<file path="config.mk">
export PLATFORM = sky130hd
export DESIGN_NAME = piso_serializer
export DESIGN_NICKNAME = d
export VERILOG_FILES = /design/src/rtl/piso_serializer.sv
export SDC_FILE = /design/constraint.sdc
export NUM_CORES = 1
export LEC_CHECK = 0
export CAP_MARGIN = 20
export CORE_AREA = 10 10 47 49
export DETAILED_ROUTE_END_ITERATION = 8
export DIE_AREA = 0 0 57 59
export SKIP_LAST_GASP = 1
export SLEW_MARGIN = 0
export SYNTH_ARGS = -nofsm -noshare
export SYNTH_HDL_FRONTEND = slang
export SYNTH_SLANG_ARGS = --single-unit
</file>
<file path="constraint.sdc">
create_clock -name clk -period 1.78 [get_ports clk]
set_input_delay 0.267 -clock clk [delete_from_list [all_inputs] [get_ports clk]]
set_output_delay 0.267 -clock clk [all_outputs]
set_load 0.02 [all_outputs]
</file>
<file path="src/rtl/piso_serializer.sv">
// Parallel-in serial-out stage: takes an n-bit word over valid/ready and shifts it out LSB-first,
// one bit per clock, chaining words back-to-back so a downstream right-shift SIPO fills every n cycles.
module piso_serializer #(
    parameter int   n          = 4,
    parameter logic IDLE_LEVEL = 1'b0
) (
    input  logic         clk,
    input  logic         reset_n,
    input  logic [n-1:0] din,
    input  logic         din_valid,
    output logic         din_ready,
    output logic         SO,
    output logic         so_valid,
    output logic         last_bit
);

    localparam int CW = (n > 1) ? $clog2(n) : 1;
    localparam logic [CW-1:0] CNT_LAST = CW'(n - 1);

    typedef enum logic {IDLE, SHIFT} state_t;

    state_t        state, state_nx;
    logic [n-1:0]  sreg, sreg_nx;
    logic [CW-1:0] cnt, cnt_nx;
    logic          accept;

    // Ready depends only on registered state, so din_valid never loops back into din_ready.
    assign last_bit  = (state == SHIFT) && (cnt == CNT_LAST);
    assign din_ready = (state == IDLE) || last_bit;
    assign so_valid  = (state == SHIFT);
    assign SO        = (state == SHIFT) ? sreg[0] : IDLE_LEVEL;
    assign accept    = din_valid && din_ready;

    always_ff @(posedge clk or negedge reset_n) begin
        if (!reset_n) begin
            state <= IDLE;
            sreg  <= '0;
            cnt   <= '0;
        end else begin
            state <= state_nx;
            sreg  <= sreg_nx;
            cnt   <= cnt_nx;
        end
    end

    always_comb begin
        state_nx = state;
        sreg_nx  = sreg;
        cnt_nx   = cnt;
        if (accept) begin
            // Covers both the idle load and the gapless reload on the final bit.
            state_nx = SHIFT;
            sreg_nx  = din;
            cnt_nx   = '0;
        end else begin
            case (state)
                IDLE: ;
                SHIFT: begin
                    if (last_bit) begin
                        state_nx = IDLE;
                        cnt_nx   = '0;
                    end else begin
                        sreg_nx = {1'b0, sreg[n-1:1]};
                        cnt_nx  = cnt + 1'b1;
                    end
                end
                default: state_nx = IDLE;
            endcase
        end
    end

endmodule

</file>
# After elaboration in Yosys (flattened, before gate mapping)
# Cells that the tools add are included.
# Widths: inputs -> output; s select.
[classes] n_reduce_logical=5 magnitude_cmp=0 add_sub_neg=1 mul=0 div=0 shift=0 bitwise_logic=1 n_eq_ne=2 mux=10
[ops] op="$mux 4" n=3
[ops] op="$mux 2" n=3
[ops] op="$mux 1" n=4
[ops] op="$add 2x1->2 const B" n=1
[ops] op="$eq 2x2->1 const B" n=1
[ops] op="$logic_and 1x1->1" n=2
[ops] op="$ne 2x1->1 const B" n=1
[ops] op="$reduce_and 2->1" n=1
[ops] op="$reduce_bool 2->1" n=1
[ops] op="$logic_or 1x1->1" n=1
[ops] op="$not 1->1" n=1
[totals] latch_bits=0 memories=0 romBits=0 register_bits=7 ramBits=0 word_cells=22

# Depth between registers and ports, before layout
[logic_depth] depth_word=6 mapped_depth=4 depth_no_buf=3

# Least setup slack after synthesis
# OpenSTA, ideal clock, no wires.
[synth_path] kind="reg-to-reg" startpoint="reg cnt[0]" endpoint="reg sreg[0]" stages_incl_launch_ff=5 period_less_slack_ns=1.346 arrival_time_ns=1.221 slack_ns=0.434 path_cell_list="dfrtp_1 > ha_1 > nand2b_1 > buf_2 > mux2_4"
[synth_via] elab_chain_len=6 elab_cells_between_ends=8
[synth_rtl] element="start, declared" line_no="24" source="logic [CW-1:0] cnt, cnt_nx;"
[synth_rtl] element="start signal, assigned" line_no="42" source="cnt <= cnt_nx;"
[synth_rtl] element="$eq 2x2->1 (*)" line_no="28" source="assign last_bit = (state == SHIFT) && (cnt == CNT_LAST);"
[synth_rtl] element="$logic_and 1x1->1 (*)" line_no="28"
[synth_rtl] element="$logic_or 1x1->1 (*)" line_no="29" source="assign din_ready = (state == IDLE) || last_bit;"
[synth_rtl] element="net din_ready" line_no="11" source="output logic din_ready,"
[synth_rtl] element="$logic_and 1x1->1 (*)" line_no="32" source="assign accept = din_valid && din_ready;"
[synth_rtl] element="$ne 2x1->1 (no line) or $reduce_bool 2->1 (tied branches)"
[synth_rtl] element="$reduce_and 2->1 (no line)"
[synth_rtl] element="end signal, assigned" line_no="41" source="sreg <= sreg_nx;"
[synth_rtl] element="end, declared" line_no="23" source="logic [n-1:0] sreg, sreg_nx;"
# The timed path passes the listed nets; every way through them passes the cells marked *.
# A chain may end at the register's enable or synchronous reset.

# Final worst setup path
[layout_path] startpoint="reg state, in the netlist so_valid" endpoint="out SO"
[layout_via] elab_chain_len=1
[layout_rtl] element="start, declared" line_no="22" source="state_t state, state_nx;"
[layout_rtl] element="start signal, assigned" line_no="40" source="state <= state_nx;"
[layout_rtl] element="$mux 1" line_no="31" source="assign SO = (state == SHIFT) ? sreg[0] : IDLE_LEVEL;"
[layout_rtl] element="end, declared" line_no="12" source="output logic SO,"
# Every way passes these cells.

==> metrics <==
Final Max Tran Viols 0; Global Route Usage Sum 4.98%; Final Hold Viols 0; f_max 589 MHz; Worst VDD drop 0.000788 V; Top delay family on crit path buffers and inverters; post-synthesis sequential area ratio 47.5%; Die H 59 µm; Net Sw Frac 33.8%; Layout Skew 0.000729 ns; maxcap violations 0; hold_buf cts 0; CTS H-tree lvls 1; placed inst area 480 µm²; Setup Viol. Count Final 0; Compound-Gate Fraction of Synth Area 5.08%; slowest cell on the critical path clkdlybuf4s50_1; r2r setup slk 0.39 ns; row cnt 14; Final nets 49; logic gate share of total power 48.9%; Root Driver clkbuf_4; Static Leak 0.239 nW; CTS tree done; Clk pwr share 18.2%; first-pass GRT wire length 1270 µm; vias per inst 4.48; DRC 0; Antenna Cells 0; first drt pass iteration count 3; post-route cell area 504 µm²; Clk pin slew, worst setup/hold paths 0.05 ns; PD cells 1630 nW/µm²; Slew HR 75.8%; share of cells above drive strength 1 30.0%; Setup crit end kind output pin; 1st-iter DRT viols 1; DIE WIDTH 57 µm; average routed wire per standard cell 13.5 µm; via count 251; core area 1400 µm²; cell count after synthesis 27; Detail Placement HPWL 601 µm; Synth cell types 13; initial antenna violation count 0; Buf+Inv Stages, Crit Path 1; CP Cell Sequence and2_1 -> clkdlybuf4s50_1; Req. time, crit path 1.51 ns; pin count of the biggest net entering global routing 8; #FFs+latches synth 7; Skew-Pair Late Insertion Delay 0.25 ns; Syn Nets 35; Pwr Total 820 µW; unrepaired setup endpoints after global routing false; TNS Setup 0 ns; port buffer count 10; Placed Cells 52; Tcrit/Tclk final 95.4%; Clock Sink Count 7; status complete, no violations; Seq pwr share 32.9%; Post-Route WL 757 µm; commonest non-fill, non-tap cell in the layout clkdlybuf4s50_1; GPL Wtd Cong 0.701; min setup slack post-route 0.0819 ns; area grow syn2layout 36.6%; Post-Synth Adder-Cell Area 3.39%; worst setup path class reg -> out; Fillers 152; Ys Warns 0; Initial Utilization 26.3%; Worst Path Max Fanout 7; post-synthesis xor/xnor area fraction 0%; Power Internal 543 µW; Worst-Margin Slew 0.362 ns; # Post-CTS Setup Buffers 0; mean area per synthesized cell 13.7 µm²; CP Data Arrival Time 1.43 ns; post-synthesis mux area share 27.5%; max incr delay on CP 0.60 ns; Num CTS Buffers 3; Net Sw Power 277 µW; number of global-route vias before repair 303; worst hold path type in -> async; Simple-Gate Fraction of Synth Area 12.2%; pre-CTS setup slack 0.0988 ns; CTS resizes 2; Non-Filler Instances 56; post-route ant nets 0; Clock Path Buffers 2; most frequent cells in the layout clkdlybuf4s50_1, dfrtp_1, mux2_4; Die Area 3360 µm²; CP Launch Type register; Tmin final 1.70 ns; gr ovfl total 0; Ports 11; largest family of logic cells by synthesized area multiplexers; synthesized cell area 369 µm²
## per-layer routing
metal  global-route usage (%)  wire length [µm]  part of all wire, %  up-vias
met5                        0                 0                    0        -
met4                     4.03                21                  2.8        0
met3                     3.65                84                   11        3
met2                     6.51               291                   38       13
met1                     5.27               359                   47      117
li1                         -                 -                    -      118
## registers in the layout, indices dropped and copies added (netlist names)
signal / count
cnt: 2
so_valid: 1
sreg: 4
## Yosys cell counts, drive strengths merged
cell type | number | area [µm²]
ha | 1 | 12.5
nand2 | 1 | 3.75
a32o | 1 | 10.0
a22o | 1 | 8.76
mux2 | 7 | 101
nor2 | 2 | 7.51
buf | 2 | 16.3
dfrtp | 7 | 175
nand2b | 2 | 15.0
and2 | 3 | 18.8
## logic make-up after synthesis
| logic type | Yosys count |
|---|---|
| buffers and inverters | 2 |
| adder cells (fa/ha/maj) | 1 |
| flip-flops | 7 |
| AO/OA/AOI/OAI | 2 |
| multiplexers | 7 |
| AND/OR/NAND/NOR | 8 |
## worst reg2reg max path, cell delays in order (launching register included)
cell and delay, ns:
dfrtp_1 0.40, ha_1 0.24, nand2b_1 0.17, buf_4 0.17, mux2_4 0.30
## worst paths after layout
path                           from  depth (start not counted)      end
setup / recovery           so_valid                          2       SO
hold / removal              reset_n                          1  sreg[0]
setup reg to reg             cnt[0]                          4  sreg[2]
hold reg to reg              cnt[1]                          1   cnt[1]
max in group asynchronous   reset_n                          1   cnt[0]
min in group clk             cnt[1]                          1   cnt[1]
## through the flow
stage | hold slack (ns) | utilization, %
finish | 0.269 | 36.0
global route | 0.291 | 36.0
CTS | 0.271 | 36.0
detailed placement | 0.507 | 34.3
global placement | 0.487 | 34.3
floorplan | -0.0286 | -
## power groups by stage
stage	Clock (mW)	Sequential, mW	Combinational, mW
after global placement	0	0.268	0.413
after global routing	0.159	0.280	0.442
final	0.149	0.270	0.401
after CTS	0.152	0.271	0.409
after floorplan	0	0.269	0.277
after detailed placement	0	0.273	0.424
## layout make-up
cell class | count | area, µm² | area share [%]
Tap cell | 16 | 20.0 | 3.97
Multi-Input combinational cell | 18 | 178 | 35.2
Timing Repair Buffer | 11 | 105 | 20.8
Clock buffer | 4 | 26.3 | 5.21
Sequential cell | 7 | 175 | 34.7
No activity file was read; power rests on OpenSTA's default activity.
